--- src/rtl/hazard_control_unit_if.sv ---
// Pipeline control bundle between the hazard control unit and the core.
// master: core side; drives stage status, receives control strobes.
// slave : hazard_control_unit side.
//   Stage status : id_valid, id_rs1/2, id_uses_rs1/2, ex_mem_read, ex_rd,
//                  ex_muldiv, ex_branch_taken, ex_branch_target, mem_req,
//                  mem_ready, cnt_clear
//   Controls     : pc_src, dest_pc, pc_write_zero, IF_pipeline_write_zero,
//                  if_id_flush, id_ex_flush, id_ex_hold, ex_mem_hold,
//                  ex_mem_bubble, mem_wb_bubble, stall_cnt, flush_cnt
interface hazard_control_unit_if #(
   parameter int PC_W   = 16,
   parameter int REG_AW = 5
);
   logic              id_valid;
   logic [REG_AW-1:0] id_rs1;
   logic [REG_AW-1:0] id_rs2;
   logic              id_uses_rs1;
   logic              id_uses_rs2;
   logic              ex_mem_read;
   logic [REG_AW-1:0] ex_rd;
   logic              ex_muldiv;
   logic              ex_branch_taken;
   logic [PC_W-1:0]   ex_branch_target;
   logic              mem_req;
   logic              mem_ready;
   logic              cnt_clear;

   logic              pc_src;
   logic [PC_W-1:0]   dest_pc;
   logic              pc_write_zero;
   logic              IF_pipeline_write_zero;
   logic              if_id_flush;
   logic              id_ex_flush;
   logic              id_ex_hold;
   logic              ex_mem_hold;
   logic              ex_mem_bubble;
   logic              mem_wb_bubble;
   logic [15:0]       stall_cnt;
   logic [15:0]       flush_cnt;

   modport master (
      output id_valid, id_rs1, id_rs2, id_uses_rs1, id_uses_rs2,
             ex_mem_read, ex_rd, ex_muldiv, ex_branch_taken,
             ex_branch_target, mem_req, mem_ready, cnt_clear,
      input  pc_src, dest_pc, pc_write_zero, IF_pipeline_write_zero,
             if_id_flush, id_ex_flush, id_ex_hold, ex_mem_hold,
             ex_mem_bubble, mem_wb_bubble, stall_cnt, flush_cnt
   );

   modport slave (
      input  id_valid, id_rs1, id_rs2, id_uses_rs1, id_uses_rs2,
             ex_mem_read, ex_rd, ex_muldiv, ex_branch_taken,
             ex_branch_target, mem_req, mem_ready, cnt_clear,
      output pc_src, dest_pc, pc_write_zero, IF_pipeline_write_zero,
             if_id_flush, id_ex_flush, id_ex_hold, ex_mem_hold,
             ex_mem_bubble, mem_wb_bubble, stall_cnt, flush_cnt
   );
endinterface

--- src/rtl/hazard_control_unit.sv ---
// Central pipeline sequencer: resolves load-use hazards, taken-branch
// redirects, multi-cycle mul/div occupancy of EX and data-memory wait
// states, and keeps saturating stall/flush counters.
// Ports:
//   clk   - system clock, rising edge
//   reset - synchronous, active-high
//   hz    - hazard_control_unit_if.slave (stage status in, controls out)
//
// state     | meaning
// ----------+-----------------------------------------------------------
// S_RUN     | normal flow; rules evaluated in priority order
// S_MD_BUSY | mul/div occupying EX; md_cnt_q counts remaining hold cycles
// S_MEM_WAIT| data memory access pending; whole front end frozen
module hazard_control_unit #(
   parameter int PC_W          = 16,
   parameter int REG_AW        = 5,
   parameter int MULDIV_CYCLES = 4
) (
   input  logic                 clk,
   input  logic                 reset,
   hazard_control_unit_if.slave hz
);

   typedef enum logic [1:0] {
      S_RUN      = 2'd0,
      S_MD_BUSY  = 2'd1,
      S_MEM_WAIT = 2'd2
   } state_t;

   localparam logic [7:0] MD_LOAD   = 8'(MULDIV_CYCLES - 1);
   localparam bit         MD_STALLS = (MULDIV_CYCLES > 1);

   state_t      state_q, state_d;
   logic [7:0]  md_cnt_q, md_cnt_d;
   logic [15:0] stall_cnt_q, stall_cnt_d;
   logic [15:0] flush_cnt_q, flush_cnt_d;

   logic            pc_src;
   logic [PC_W-1:0] dest_pc;
   logic            pc_write_zero;
   logic            if_write_zero;
   logic            if_id_flush;
   logic            id_ex_flush;
   logic            id_ex_hold;
   logic            ex_mem_hold;
   logic            ex_mem_bubble;
   logic            mem_wb_bubble;

   logic load_use;
   logic mem_rule;
   logic md_hold;
   logic md_start;

   assign load_use = hz.id_valid && hz.ex_mem_read && (hz.ex_rd != {REG_AW{1'b0}}) &&
                     ((hz.id_uses_rs1 && (hz.id_rs1 == hz.ex_rd)) ||
                      (hz.id_uses_rs2 && (hz.id_rs2 == hz.ex_rd)));

   // MEM is bubbled during MD_BUSY, so mem_req is only looked at in RUN
   // and MEM_WAIT.
   assign mem_rule = ((state_q == S_RUN) && hz.mem_req && !hz.mem_ready) ||
                     ((state_q == S_MEM_WAIT) && !hz.mem_ready);
   assign md_hold  = (state_q == S_MD_BUSY) && (md_cnt_q != 8'd1);
   // The release cycle of MD_BUSY must not restart the same mul/div.
   assign md_start = MD_STALLS && hz.ex_muldiv && (state_q != S_MD_BUSY);

   always_comb begin
      state_d       = S_RUN;
      md_cnt_d      = md_cnt_q;
      pc_src        = 1'b0;
      dest_pc       = '0;
      pc_write_zero = 1'b0;
      if_write_zero = 1'b0;
      if_id_flush   = 1'b0;
      id_ex_flush   = 1'b0;
      id_ex_hold    = 1'b0;
      ex_mem_hold   = 1'b0;
      ex_mem_bubble = 1'b0;
      mem_wb_bubble = 1'b0;

      if (mem_rule) begin
         pc_write_zero = 1'b1;
         if_write_zero = 1'b1;
         id_ex_hold    = 1'b1;
         ex_mem_hold   = 1'b1;
         mem_wb_bubble = 1'b1;
         state_d       = S_MEM_WAIT;
      end else if (md_hold || md_start) begin
         pc_write_zero = 1'b1;
         if_write_zero = 1'b1;
         id_ex_hold    = 1'b1;
         ex_mem_bubble = 1'b1;
         state_d       = S_MD_BUSY;
         md_cnt_d      = md_hold ? (md_cnt_q - 8'd1) : MD_LOAD;
      end else if (hz.ex_branch_taken) begin
         pc_src      = 1'b1;
         dest_pc     = hz.ex_branch_target;
         if_id_flush = 1'b1;
         id_ex_flush = 1'b1;
      end else if (load_use) begin
         pc_write_zero = 1'b1;
         if_write_zero = 1'b1;
         id_ex_flush   = 1'b1;
      end

      if (reset) begin
         pc_src        = 1'b0;
         dest_pc       = '0;
         pc_write_zero = 1'b0;
         if_write_zero = 1'b0;
         if_id_flush   = 1'b0;
         id_ex_flush   = 1'b0;
         id_ex_hold    = 1'b0;
         ex_mem_hold   = 1'b0;
         ex_mem_bubble = 1'b0;
         mem_wb_bubble = 1'b0;
      end
   end

   always_comb begin
      stall_cnt_d = stall_cnt_q;
      flush_cnt_d = flush_cnt_q;
      if (hz.cnt_clear) begin
         stall_cnt_d = '0;
         flush_cnt_d = '0;
      end else begin
         if (pc_write_zero && !pc_src && (stall_cnt_q != 16'hFFFF))
            stall_cnt_d = stall_cnt_q + 16'd1;
         if (pc_src && (flush_cnt_q != 16'hFFFF))
            flush_cnt_d = flush_cnt_q + 16'd1;
      end
   end

   always_ff @(posedge clk) begin
      if (reset) begin
         state_q     <= S_RUN;
         md_cnt_q    <= '0;
         stall_cnt_q <= '0;
         flush_cnt_q <= '0;
      end else begin
         state_q     <= state_d;
         md_cnt_q    <= md_cnt_d;
         stall_cnt_q <= stall_cnt_d;
         flush_cnt_q <= flush_cnt_d;
      end
   end

   assign hz.pc_src                 = pc_src;
   assign hz.dest_pc                = dest_pc;
   assign hz.pc_write_zero          = pc_write_zero;
   assign hz.IF_pipeline_write_zero = if_write_zero;
   assign hz.if_id_flush            = if_id_flush;
   assign hz.id_ex_flush            = id_ex_flush;
   assign hz.id_ex_hold             = id_ex_hold;
   assign hz.ex_mem_hold            = ex_mem_hold;
   assign hz.ex_mem_bubble          = ex_mem_bubble;
   assign hz.mem_wb_bubble          = mem_wb_bubble;
   assign hz.stall_cnt              = stall_cnt_q;
   assign hz.flush_cnt              = flush_cnt_q;

endmodule

--- src/flat_wrapper.sv ---
// flat-port wrapper written by rule: the top's interface ports become plain ports
module hazard_control_unit_flat 
#(
   parameter int PC_W          = 16,
   parameter int REG_AW        = 5,
   parameter int MULDIV_CYCLES = 4
)
  (clk, reset, hz_id_valid, hz_id_rs1, hz_id_rs2, hz_id_uses_rs1, hz_id_uses_rs2, hz_ex_mem_read, hz_ex_rd, hz_ex_muldiv, hz_ex_branch_taken, hz_ex_branch_target, hz_mem_req, hz_mem_ready, hz_cnt_clear, hz_pc_src, hz_dest_pc, hz_pc_write_zero, hz_IF_pipeline_write_zero, hz_if_id_flush, hz_id_ex_flush, hz_id_ex_hold, hz_ex_mem_hold, hz_ex_mem_bubble, hz_mem_wb_bubble, hz_stall_cnt, hz_flush_cnt);
  hazard_control_unit_if #(.PC_W(PC_W), .REG_AW(REG_AW)) hz_i ();
  input  logic clk;
  input  logic reset;
  input wire logic [$bits(hz_i.id_valid)-1:0] hz_id_valid;
  input wire logic [$bits(hz_i.id_rs1)-1:0] hz_id_rs1;
  input wire logic [$bits(hz_i.id_rs2)-1:0] hz_id_rs2;
  input wire logic [$bits(hz_i.id_uses_rs1)-1:0] hz_id_uses_rs1;
  input wire logic [$bits(hz_i.id_uses_rs2)-1:0] hz_id_uses_rs2;
  input wire logic [$bits(hz_i.ex_mem_read)-1:0] hz_ex_mem_read;
  input wire logic [$bits(hz_i.ex_rd)-1:0] hz_ex_rd;
  input wire logic [$bits(hz_i.ex_muldiv)-1:0] hz_ex_muldiv;
  input wire logic [$bits(hz_i.ex_branch_taken)-1:0] hz_ex_branch_taken;
  input wire logic [$bits(hz_i.ex_branch_target)-1:0] hz_ex_branch_target;
  input wire logic [$bits(hz_i.mem_req)-1:0] hz_mem_req;
  input wire logic [$bits(hz_i.mem_ready)-1:0] hz_mem_ready;
  input wire logic [$bits(hz_i.cnt_clear)-1:0] hz_cnt_clear;
  output wire logic [$bits(hz_i.pc_src)-1:0] hz_pc_src;
  output wire logic [$bits(hz_i.dest_pc)-1:0] hz_dest_pc;
  output wire logic [$bits(hz_i.pc_write_zero)-1:0] hz_pc_write_zero;
  output wire logic [$bits(hz_i.IF_pipeline_write_zero)-1:0] hz_IF_pipeline_write_zero;
  output wire logic [$bits(hz_i.if_id_flush)-1:0] hz_if_id_flush;
  output wire logic [$bits(hz_i.id_ex_flush)-1:0] hz_id_ex_flush;
  output wire logic [$bits(hz_i.id_ex_hold)-1:0] hz_id_ex_hold;
  output wire logic [$bits(hz_i.ex_mem_hold)-1:0] hz_ex_mem_hold;
  output wire logic [$bits(hz_i.ex_mem_bubble)-1:0] hz_ex_mem_bubble;
  output wire logic [$bits(hz_i.mem_wb_bubble)-1:0] hz_mem_wb_bubble;
  output wire logic [$bits(hz_i.stall_cnt)-1:0] hz_stall_cnt;
  output wire logic [$bits(hz_i.flush_cnt)-1:0] hz_flush_cnt;
  assign hz_i.id_valid = hz_id_valid;
  assign hz_i.id_rs1 = hz_id_rs1;
  assign hz_i.id_rs2 = hz_id_rs2;
  assign hz_i.id_uses_rs1 = hz_id_uses_rs1;
  assign hz_i.id_uses_rs2 = hz_id_uses_rs2;
  assign hz_i.ex_mem_read = hz_ex_mem_read;
  assign hz_i.ex_rd = hz_ex_rd;
  assign hz_i.ex_muldiv = hz_ex_muldiv;
  assign hz_i.ex_branch_taken = hz_ex_branch_taken;
  assign hz_i.ex_branch_target = hz_ex_branch_target;
  assign hz_i.mem_req = hz_mem_req;
  assign hz_i.mem_ready = hz_mem_ready;
  assign hz_i.cnt_clear = hz_cnt_clear;
  assign hz_pc_src = hz_i.pc_src;
  assign hz_dest_pc = hz_i.dest_pc;
  assign hz_pc_write_zero = hz_i.pc_write_zero;
  assign hz_IF_pipeline_write_zero = hz_i.IF_pipeline_write_zero;
  assign hz_if_id_flush = hz_i.if_id_flush;
  assign hz_id_ex_flush = hz_i.id_ex_flush;
  assign hz_id_ex_hold = hz_i.id_ex_hold;
  assign hz_ex_mem_hold = hz_i.ex_mem_hold;
  assign hz_ex_mem_bubble = hz_i.ex_mem_bubble;
  assign hz_mem_wb_bubble = hz_i.mem_wb_bubble;
  assign hz_stall_cnt = hz_i.stall_cnt;
  assign hz_flush_cnt = hz_i.flush_cnt;
  hazard_control_unit #(.PC_W(PC_W), .REG_AW(REG_AW), .MULDIV_CYCLES(MULDIV_CYCLES)) u_core (.clk(clk), .reset(reset), .hz(hz_i));
endmodule
--- config.mk ---
export PLATFORM = sky130hd
export DESIGN_NAME = hazard_control_unit_flat
export DESIGN_NICKNAME = d
export VERILOG_FILES = /design/src/rtl/hazard_control_unit_if.sv /design/src/rtl/hazard_control_unit.sv /design/src/flat_wrapper.sv
export SDC_FILE = /design/constraint.sdc
export NUM_CORES = 1
export LEC_CHECK = 0
export CAP_MARGIN = 5
export CORE_UTILIZATION = 43
export DETAILED_ROUTE_END_ITERATION = 16
export GPL_ROUTABILITY_DRIVEN = 0
export PLACE_DENSITY = 0.91
export SYNTH_ARGS = -nofsm -noshare
export SYNTH_HDL_FRONTEND = slang
export SYNTH_SLANG_ARGS = --single-unit
--- constraint.sdc ---
create_clock -name clk -period 2.64 [get_ports clk]
set_clock_uncertainty 0.1 [all_clocks]
set_input_delay 0.396 -clock clk [delete_from_list [all_inputs] [get_ports clk]]
set_output_delay 0.396 -clock clk [all_outputs]
set_load 0.005 [all_outputs]
==> results_dict.tcl <==
set metrics [dict create \
    rr_worst_depth 9 \
    via_per_inst 5.425 \
    area_growth_pct 57.51 \
    fmax_mhz 385.3 \
    cp.arrival_ns 2.10 \
    nets 470 \
    clkTransAtPathRegs_ns 0.08 \
    drive_gt1_share_pct 15.80 \
    power.leakage_uw 0.001409 \
    drc 0 \
    postSynthCellCount 299 \
    cp-end-kind "output port" \
    hold_buffers 0 \
    clock_power_share_pct 32.0 \
    coreArea_sq_mm 0.005270 \
    startpoint_type "input pin" \
    report.final.slew_viol_count 0 \
    antenna_left 0 \
    min_period_over_period_pct 98.32 \
    antennaDiodeCount 0 \
    final_cell_mix "clkdlybuf4s50_1 (73), dfxtp_1 (38), nor2_1 (37), buf_4 (28), dlygate4sd2_1 (19)" \
    drv_cap 0 \
    slowest_delay_ns 0.51 \
    die_y_microns 76.94 \
    synth_ff_type "dfxtp_1" \
    numCtsBuffers 5 \
    seqPwrFrac_pct 42.0 \
    grt_pass1_vias 2476 \
    cp_slowest_cell "or4_1" \
    die-area_sq_mm 0.005920 \
    synth_area_sq_mm 0.002415 \
    num_io_pins 99 \
    clk_latency_ns 0.29 \
    hold_start "u_core.md_cnt_q[1]$_SDFFE_PP0P_" \
    cp_cell_sequence "clkdlybuf4s50_1, or4_1, o211ai_1, inv_1, a21oi_2, nor2_1, clkdlybuf4s15_1" \
    cp_max_fo 2 \
    setup_viol 0 \
    min_period_ns 2.596 \
    synth_edf_count 0 \
    comb_power_share_pct 26.0 \
    p_switching_uw 434.9 \
    power.internal_uw 1195 \
    hold_end "u_core.md_cnt_q[1]$_SDFFE_PP0P_" \
    fin_util_pct 72.17 \
    wl_microns 7332 \
    cp.buffers_inverters 3 \
    holdWs_ns 0.4096 \
    yosys.area.top_type "dfxtp_1" \
    cp.depth 7 \
    tightest_slew_ns 0.5836 \
    switching_share_pct 26.68 \
    wire_per_inst_microns 14.84 \
    critPathRequiredTime_ns 2.14 \
    synth.avg_cell_area_sq_um 8.076 \
    power.density_mw_per_mm2 428.5 \
    r2r_start "u_core.md_cnt_q[5]$_SDFFE_PP0P_" \
    grt_usage_pct 24.00 \
    antenna_found_initial 0 \
    syn_nets 345 \
    peakVddDrop_uv 358.7 \
    rr_endpoint "u_core.hz.flush_cnt[3]$_SDFFE_PP0P_" \
    synth_area_leaders "dfxtp_1 (35%), nor2_1 (5.9%), xnor2_1 (5.4%), and2_1 (4.4%), xor2_1 (4.4%)" \
    grt_pass1_wl_microns 11530 \
    synth_top_area_share_pct 34.82 \
    slew_headroom_pct 61.09 \
    ys_warn_count 0 \
    io_buffers 98 \
    cts_tree "done" \
    r2r_setup_slack_ns 0.24 \
    synth.distinct_cells 46 \
    synth-seq-cells 42 \
    start_util_pct 45.82 \
    dp_hpwl_microns 5285 \
    root_buffer "clkbuf_8" \
    clockBufferDepth 2 \
    drt_iter0_drc 106 \
    vias 2680 \
    worstSetupPathType "in -> out" \
    die_w_microns 76.94 \
    grt_max_degree 31 \
    num_rows 26 \
    synthArstFlopShare_pct 0 \
    final_hold_viol_count 0 \
    status "completed" \
    cts_htree_levels 2 \
    grt_overflow_total 0 \
    final_common_cell "clkdlybuf4s50_1" \
    numClockSinks 42 \
    firstDrtPassIters 4 \
    critical_path.top_delay_family "buffers and inverters" \
    holdPathStages 2 \
    ys_seq_area_share_pct 34.82 \
    min_path_type "reg -> reg" \
]
[power by group through the flow]
stage | clock network (uW) | logic [uW] | registers (uW)
6_report | 522 | 423 | 685
3_3_place_gp | 0 | 361 | 691
3_5_place_dp | 0 | 372 | 693
4_1_cts | 526 | 405 | 682
5_1_grt | 559 | 456 | 688
2_1_floorplan | 0 | 199 | 690
[state kept, by name, indices dropped and copies added (netlist names)]
| name | flops |
|---|---|
| u_core.hz.flush_cnt | 16 |
| u_core.hz.stall_cnt | 16 |
| u_core.md_cnt_q | 8 |
| u_core.state_q | 2 |
[through the flow]
stage	instance area (sq um)	total power (uW)	worst slack, ns	setup TNS (ns)	cells
2_1_floorplan	2415	888.9	0.3147	0	299
3_3_place_gp	3580	1053	-0.2553	-4.443	476
3_5_place_dp	3580	1065	-0.2830	-5.641	476
4_1_cts	3775	1613	0.02346	0	492
5_1_grt	3804	1703	-0.09375	-0.2087	494
6_report	3804	1630	0.04435	0	494
[metal layers]
layer | vias to the layer above | routed length (microns) | global-route usage [%]
met5 | - | 0 | 0
met4 | 0 | 59 | 6.154
met3 | 6 | 295 | 4.643
met2 | 86 | 3972 | 44.46
met1 | 1259 | 3005 | 27.85
li1 | 1329 | - | -
[repair_timing]
action,4_1_cts,5_1_grt
setup endpoints to repair,23,12
cloned,2,0
setup buffers,7,2
resized for setup,41,16
pin swaps,5,6
[cells in the mapped netlist (5+ instances only)]
cell      count
a21oi_1      19
xnor2_1      15
or3_1        12
nand2_1      13
nand4_1      11
dfxtp_1      42
inv_1        11
clkbuf_1      6
nand3_1      14
nor2_1       38
xor2_1       12
nor4_1        7
nor3_1       10
or4_1         7
and2_1       17
o21ai_0       6
o211ai_1      5
o31ai_1       5
o21ai_1       5
[cells by family (layout without fill, tap and decap cells)]
logic type	after synthesis	count (layout)	synth area share, %
simple gates	142	142	31.56
compound gates	55	55	14.66
flops	42	42	34.82
xor+xnor	27	27	9.793
buf+inv	25	150	5.440
fa+ha+maj	4	4	2.073
mux	4	4	1.658
[layout make-up]
cell class | count | area, sq um
clock buffers | 6 | 82.58
clock inverters | 1 | 30.03
fillers | 415 | 1466
inverters | 12 | 50.05
multi-input cells | 232 | 1503
flip-flops and latches | 42 | 845.8
well taps | 70 | 87.58
repair buffers | 129 | 1190
repair inverters | 2 | 15.01
[worst max-delay path by stage]
| stage | from | end | slack [ns] |
|---|---|---|---|
| finish | hz_ex_rd[0] | hz_id_ex_flush | 0.04 |
| global placement | hz_ex_rd[3] | hz_IF_pipeline_write_zero | -0.26 |
| global route | hz_ex_rd[0] | hz_id_ex_flush | -0.09 |
| CTS | u_core.md_cnt_q[1]$_SDFFE_PP0P_ | hz_dest_pc[7] | 0.02 |
| floorplan | u_core.md_cnt_q[2]$_SDFFE_PP0P_ | hz_dest_pc[10] | 0.31 |
| detailed placement | hz_mem_req | hz_dest_pc[15] | -0.28 |
[tightest hold or removal path, delay by kind of cell (launching register included)]
| kind | cells | cell delay [ns] |
|---|---|---|
| flip-flops | 1 | 0.33 |
| buffers and inverters | 1 | 0.07 |
| AO/OA/AOI/OAI | 1 | 0.07 |
(Power assumes the default switching activity.)
